**src/rtl/vga_timing_pkg.sv**
```systemverilog
// 640x480@60 Hz VGA timing constants shared by the frame controller and its sub-blocks.
package vga_timing_pkg;

  localparam int CNT_W = 10;

  localparam int H_DISPLAY = 640;
  localparam int H_FRONT   = 16;
  localparam int H_SYNC    = 96;
  localparam int H_BACK    = 48;

  localparam int V_DISPLAY = 480;
  localparam int V_BOTTOM  = 10;
  localparam int V_SYNC    = 2;
  localparam int V_TOP     = 33;

  localparam int H_TOTAL      = H_DISPLAY + H_FRONT + H_SYNC + H_BACK;
  localparam int V_TOTAL      = V_DISPLAY + V_BOTTOM + V_SYNC + V_TOP;
  localparam int H_SYNC_START = H_DISPLAY + H_FRONT;
  localparam int H_SYNC_END   = H_SYNC_START + H_SYNC - 1;
  localparam int V_SYNC_START = V_DISPLAY + V_BOTTOM;
  localparam int V_SYNC_END   = V_SYNC_START + V_SYNC - 1;

  typedef logic [CNT_W-1:0] pos_t;

endpackage

```
**src/rtl/vga_cfg_shadow.sv**
```systemverilog
// Config shadow: one pending slot filled by valid/ready handshake, promoted to cfg_active on apply.
module vga_cfg_shadow (
  input  logic       clk,
  input  logic       reset,
  input  logic       apply,
  input  logic       cfg_valid,
  input  logic [7:0] cfg_data,
  output logic       cfg_ready,
  output logic [7:0] cfg_active
);

  logic [7:0] pending_q, pending_d;
  logic [7:0] active_q, active_d;
  logic       ready_q, ready_d;

  // A pending value is only promoted if it was already held before this edge;
  // an offer accepted on the apply edge itself waits for the next vblank.
  always_comb begin
    pending_d = pending_q;
    active_d  = active_q;
    ready_d   = ready_q;
    if (apply && !ready_q) begin
      active_d = pending_q;
      ready_d  = 1'b1;
    end
    if (cfg_valid && ready_q) begin
      pending_d = cfg_data;
      ready_d   = 1'b0;
    end
  end

  always_ff @(posedge clk or posedge reset) begin
    if (reset) begin
      pending_q <= 8'h00;
      active_q  <= 8'h00;
      ready_q   <= 1'b1;
    end else begin
      pending_q <= pending_d;
      active_q  <= active_d;
      ready_q   <= ready_d;
    end
  end

  assign cfg_ready  = ready_q;
  assign cfg_active = active_q;

endmodule

```
**src/rtl/vga_frame_ctrl.sv**
```systemverilog
// VGA frame controller: pixel/line counters, sync and blanking decode, frame counter, config shadow.
module vga_frame_ctrl
  import vga_timing_pkg::*;
#(
  parameter int H_DISP = H_DISPLAY,
  parameter int H_FP   = H_FRONT,
  parameter int H_SW   = H_SYNC,
  parameter int H_BP   = H_BACK,
  parameter int V_DISP = V_DISPLAY,
  parameter int V_FP   = V_BOTTOM,
  parameter int V_SW   = V_SYNC,
  parameter int V_BP   = V_TOP
) (
  input  logic             clk,
  input  logic             reset,
  input  logic             pause,
  input  logic             cfg_valid,
  input  logic [7:0]       cfg_data,
  output logic             cfg_ready,
  output logic [7:0]       cfg_active,
  output logic [CNT_W-1:0] hpos,
  output logic [CNT_W-1:0] vpos,
  output logic             hsync,
  output logic             vsync,
  output logic             display_on,
  output logic             line_start,
  output logic             frame_start,
  output logic [7:0]       frame_cnt
);

  localparam pos_t H_LAST   = pos_t'(H_DISP + H_FP + H_SW + H_BP - 1);
  localparam pos_t V_LAST   = pos_t'(V_DISP + V_FP + V_SW + V_BP - 1);
  localparam pos_t H_VIS    = pos_t'(H_DISP);
  localparam pos_t V_VIS    = pos_t'(V_DISP);
  localparam pos_t V_PRE_VB = pos_t'(V_DISP - 1);
  localparam pos_t HS_FIRST = pos_t'(H_DISP + H_FP);
  localparam pos_t HS_LAST  = pos_t'(H_DISP + H_FP + H_SW - 1);
  localparam pos_t VS_FIRST = pos_t'(V_DISP + V_FP);
  localparam pos_t VS_LAST  = pos_t'(V_DISP + V_FP + V_SW - 1);

  pos_t       hpos_q, hpos_d;
  pos_t       vpos_q, vpos_d;
  logic [7:0] frame_cnt_q, frame_cnt_d;
  logic       h_wrap, v_wrap, apply;

  assign h_wrap = (hpos_q == H_LAST);
  assign v_wrap = (vpos_q == V_LAST);
  // Apply edge: the counters are about to move to (0, V_DISP), the start of vblank.
  assign apply  = h_wrap && (vpos_q == V_PRE_VB);

  always_comb begin
    hpos_d      = hpos_q + pos_t'(1);
    vpos_d      = vpos_q;
    frame_cnt_d = frame_cnt_q;
    if (h_wrap) begin
      hpos_d = '0;
      vpos_d = v_wrap ? '0 : vpos_q + pos_t'(1);
      if (v_wrap && !pause) frame_cnt_d = frame_cnt_q + 8'd1;
    end
  end

  always_ff @(posedge clk or posedge reset) begin
    if (reset) begin
      hpos_q      <= '0;
      vpos_q      <= '0;
      frame_cnt_q <= 8'h00;
    end else begin
      hpos_q      <= hpos_d;
      vpos_q      <= vpos_d;
      frame_cnt_q <= frame_cnt_d;
    end
  end

  vga_cfg_shadow u_cfg_shadow (
    .clk        (clk),
    .reset      (reset),
    .apply      (apply),
    .cfg_valid  (cfg_valid),
    .cfg_data   (cfg_data),
    .cfg_ready  (cfg_ready),
    .cfg_active (cfg_active)
  );

  assign hpos        = hpos_q;
  assign vpos        = vpos_q;
  assign frame_cnt   = frame_cnt_q;
  assign hsync       = !((hpos_q >= HS_FIRST) && (hpos_q <= HS_LAST));
  assign vsync       = !((vpos_q >= VS_FIRST) && (vpos_q <= VS_LAST));
  assign display_on  = (hpos_q < H_VIS) && (vpos_q < V_VIS);
  assign line_start  = (hpos_q == '0);
  assign frame_start = (hpos_q == '0) && (vpos_q == '0);

endmodule
```
**config.mk**
```make
export PLATFORM = sky130hd
export DESIGN_NAME = vga_frame_ctrl
export DESIGN_NICKNAME = d
export VERILOG_FILES = /design/src/rtl/vga_timing_pkg.sv /design/src/rtl/vga_cfg_shadow.sv /design/src/rtl/vga_frame_ctrl.sv
export SDC_FILE = /design/constraint.sdc
export NUM_CORES = 1
export LEC_CHECK = 0
export ABC_AREA = 1
export BUFFER_PORTS_ARGS = -buffer_cell sky130_fd_sc_hd__buf_2
export CORE_MARGIN = 4
export CORE_UTILIZATION = 26
export DETAILED_ROUTE_END_ITERATION = 10
export PLACE_DENSITY_LB_ADDON = 0.05
export SYNTH_ARGS = -nofsm -noshare
export SYNTH_HDL_FRONTEND = slang
export SYNTH_HIERARCHICAL = 1
export SYNTH_SLANG_ARGS = --single-unit
```
**constraint.sdc**
```tcl
create_clock -name clk -period 2.9 [get_ports clk]
set_input_delay 0.145 -clock clk [delete_from_list [all_inputs] [get_ports clk]]
set_output_delay 0.145 -clock clk [all_outputs]
set_load 0.05 [all_outputs]
```
### After elaboration in Yosys (flattened, before gate mapping)

Index checks and enable logic that the tools add are counted.

* bits in registers: 45
* input port bits: 12
* output and inout bits: 42
* logic and storage cells: 38

* add/sub/neg operators: 3
* magnitude comparators: 6
* equality and inequality tests: 3
* multiplexer cells: 4
* reduce and logical (&&, ||, !) cells: 16

Operator list (number)
* 10-bit by 1-bit adder with 10-bit output (second input constant): 2
* 10-bit equality test (second input constant): 2
* 10-bit logical NOT: 2
* 10-bit two-way mux: 2
* 10-bit by 9-bit equality test with 1-bit output (second input constant): 1
* 10-bit greater-or-equal comparator (second input constant): 1
* 10-bit by 9-bit greater-or-equal comparator with 1-bit output (second input constant): 1
* 10-bit <= comparator (second input constant): 1
* 10-bit by 9-bit <= comparator with 1-bit output (second input constant): 1
* 10-bit less-than comparator (second input constant): 1
* 10-bit by 9-bit less-than comparator with 1-bit output (second input constant): 1
* 8-bit by 1-bit adder with 8-bit output (second input constant): 1
* 1-bit logical AND: 8
* 1-bit logical NOT: 4
* 1-bit two-way mux: 2
* 2-bit AND reduction: 1
* 2-bit nonzero test: 1

### Depth between registers and ports, before layout

* depth after elaboration: 5
* mapped depth: 12
* depth with buffers taken out: 10

### Cells and area by module

The synthesis kept the hierarchy.

Modules (own cells, without submodules)
* vga_frame_ctrl: times used 1, cells an instance 221, area each 1692.9 µm², sequential area each 700.7 µm²
* vga_cfg_shadow: times used 1, cells an instance 73, area each 694.4 µm², sequential area each 426.7 µm²

### Worst setup path after synthesis

Ideal clock, no wire load.

* path type: reg-to-output
* start point: register vpos_q[0] (netlist: vpos[0])
* end point: output port frame_start
* arrival time: 2.586 ns
* data required time: 2.755 ns
* setup slack: 0.169 ns
* stages on the path, launching flop included: 5
* path buffers: 0
* cells stage by stage: dfrtp_1 > inv_1 > ha_1 > nand4_1 > nor4_1

* cells in the longest elaborated chain, start to end: 2

Ends and longest elaborated chain
* from (decl): RTL line vga_frame_ctrl.sv:42 `pos_t vpos_q, vpos_d;`
* from (signal assigned): RTL line vga_frame_ctrl.sv:69 `vpos_q <= vpos_d;`
* 10-bit logical NOT: RTL line vga_frame_ctrl.sv:91 `assign frame_start = (hpos_q == '0) && (vpos_q == '0);`
* 1-bit logical AND: RTL line vga_frame_ctrl.sv:91
* to (decl): RTL line vga_frame_ctrl.sv:27 `output logic frame_start,`

Every way passes these cells.

### Worst setup path in the final report

* start point: register vpos_q[4] (netlist: vpos[4])
* end point: output port frame_start

Same word-level chain as after synthesis.

==> flow_summary.json <==
{
  "status": "finished, final reports clean",
  "max_freq_mhz": 498,
  "p_leak_nw": 1.57,
  "antenna_found_initial": 0,
  "fin_crit_ps": 2010,
  "gp_congestion": 0.784,
  "num_rows": 34,
  "crit_type": "flip-flop to output pin",
  "fin_setup_tns_ps": 0,
  "powerDensity_nw_per_um2": 385,
  "crit_buf_inv": 1,
  "htree_levels": 2,
  "portBuffers": 53,
  "nets": 370,
  "relSlewSlack_pct": 56.0,
  "period_share_pct": 69.2,
  "setup_violations": 0,
  "maxCapViolations": 0,
  "cts_buffer_depth": 2,
  "endpoint_kind": "output pin",
  "yosys_register_bits": 45,
  "cts-root-buf": "clkbuf_8",
  "routed_via_density": 4.48,
  "synth_simple_gate_area_share_pct": 34.2,
  "power_mw": 1.10,
  "core-area_um2": 8850,
  "cts.clk_slew.worst_paths_ps": 110,
  "ios": 54,
  "tightestPinTransition_ps": 660,
  "syn_inst": 294,
  "drt_iter0_markers": 56,
  "required_ps": 2760,
  "synth_top_area_share_pct": 46.1,
  "slew_violations": 0,
  "startpoint_type": "flip-flop",
  "synth_top_family_by_area": "simple AND/OR/NAND/NOR gates",
  "avgSynthCellArea_um2": 8.12,
  "die_h_um": 104,
  "wirelength_um": 6230,
  "dpl.hpwl_um": 4540,
  "synthTopCellsByArea": "dfrtp_1 46%, nand2_1 14%, nand3_1 8.2%",
  "max_stage_delay_ps": 480,
  "fp.dieW_um": 104,
  "synthXorXnorAreaFrac_pct": 3.67,
  "netlist_area_um2": 2390,
  "cp_slowest_cell": "dfrtp_1",
  "hold_class": "primary input to flip-flop",
  "synth-seq-area-share_pct": 47.2,
  "worst_skew_pair.late_latency_ps": 310,
  "rsz0062_at_grt": "no",
  "synth_warnings": 6,
  "grt.total_usage_pct": 11.8,
  "irDropWorstVdd_mv": 0.185,
  "vias": 2063,
  "grt_pass1_vias": 2057,
  "synth.distinct_cells": 30,
  "synth_compound_area_share_pct": 4.19,
  "drc": 0,
  "grt_max_degree": 29,
  "drive_gt1_share_pct": 21.5,
  "routedWlPerCell_um": 13.5,
  "worst_clock_skew_ps": 16.5,
  "placed_cell_area_um2": 2760,
  "final_common_cell": "nand2_1",
  "cts_buffers": 5,
  "area_delta_synth_final_pct": 19.9,
  "path_cells": "nor2_1, nand3_1, nor4_1, buf_2",
  "crit_fanout": 7,
  "post-route-cell-area_um2": 2860,
  "cp_top_family": "simple AND/OR/NAND/NOR gates",
  "diodes": 0,
  "first_pass_iters": 4,
  "muxShareOfSynthArea_pct": 0,
  "grt_overflow": 0,
  "mostFrequentLayoutCells": "87 x nand2_1, 53 x buf_2, 44 x dfrtp_1",
  "initial_core_util_pct": 27.0,
  "synth_nets": 312,
  "grt_pass1_wl_um": 10500,
  "synthAdderAreaFrac_pct": 3.14,
  "yosysTopAreaCell": "dfrtp_1",
  "dieArea_um2": 10800,
  "tritoncts": "yes",
  "finalHoldViolCount": 0,
  "clkSinkCount": 45,
  "postRouteAntennaNets": 0,
  "critPathArrivalTime_ps": 1860,
  "post-cts-setup-buffer-count": 0
}
-- logic make-up (layout without fill, tap and decap cells) --
logic type | Yosys count | in the layout
and+or+nand+nor | 176 | 176
DFF | 45 | 45
buffers and inverters | 39 | 98
AOI/OAI and AO/OA | 18 | 18
xor gates and xnor gates | 10 | 10
adders and majority gates | 6 | 6
-- worst register-to-register path: stages, from the launching register on --
cell and delay (ps):
dfrtp_1 410, ha_1 220, nand2_1 60, nor2_1 140, nand2_1 80, nor2_2 130
nand3_1 80, nor3_1 150, buf_4 220, nand2_8 80, nand2_1 70, nand2_1 50
-- cells in the mapped netlist, drive strengths merged --
cell type   n
nand2      90
nor3        6
xnor2       3
ha          6
a21oi       4
nor4        3
buf         6
o211ai      1
nor2       28
nand3b      2
o2111ai     1
nand4       8
xor2        7
dfstp       1
dfrtp      44
nand3      39
inv        33
a31o        1
o21ai      11
-- area by class of cell --
type	instances	area (µm²)
Timing Repair Buffer	57	298
Tap cell	108	135
Inverter	33	129
Multi-Input combinational cell	210	1080
Clock buffer	5	68.8
Sequential cell	45	1130
Fill cell	981	5990
Clock inverter	3	25.0
-- sequential cells by signal (all words and copies together), names as in the netlist --
| register | cells |
|---|---|
| u_cfg_shadow/pending_q | 8 |
| vpos | 10 |
| u_cfg_shadow/cfg_active | 8 |
| u_cfg_shadow/cfg_ready | 1 |
| frame_cnt | 8 |
| hpos | 10 |
-- where the power goes --
part,switching (mW),internal (mW)
clock network,0.244,0.175
registers,0.00728,0.640
logic,0.0243,0.0122
-- metal layers --
metal	up-vias	track usage, %	share of wire [%]
met4	0	3.61	1.2
met5	-	0	0
met3	7	2.74	3.7
li1	1064	-	-
met2	40	18.2	45
met1	952	16.4	50
-- repair_timing --
item / in CTS / in global routing
hold buffers: 1 / 0
hold endpoints to repair: 44 / 0
resized for setup: 0 / 0
-- through the flow --
step | util [%] | setup slack [ps] | hold WS, ps | cells
detailed placement | 31.2 | 1090 | 263 | 452
global route | 32.4 | 745 | 58.1 | 461
CTS | 32.4 | 830 | 42.3 | 461
global placement | 31.2 | 1080 | 268 | 452
floorplan | - | 169 | 70.3 | 294
finish | 32.4 | 892 | 50.1 | 461
-- path summary, 6_finish.rpt --
check	cells after the start	startpoint	slack (ps)	end
setup reg to reg	11	hpos[0]$_DFF_PP0_	1110	u_cfg_shadow/cfg_active[6]$_DFFE_PP0P_
max in group asynchronous	3	reset	2000	u_cfg_shadow/pending_q[2]$_DFFE_PP0P_
hold reg to reg	2	u_cfg_shadow/cfg_active[7]$_DFFE_PP0P_	470	u_cfg_shadow/cfg_active[7]$_DFFE_PP0P_
hold / removal	3	cfg_data[1]	50	u_cfg_shadow/pending_q[1]$_DFFE_PP0P_
setup / recovery	4	vpos[4]$_DFFE_PP0N_	890	frame_start
min in group asynchronous	4	reset	460	frame_cnt[0]$_DFFE_PP0P_
(Power assumes the default switching activity.)
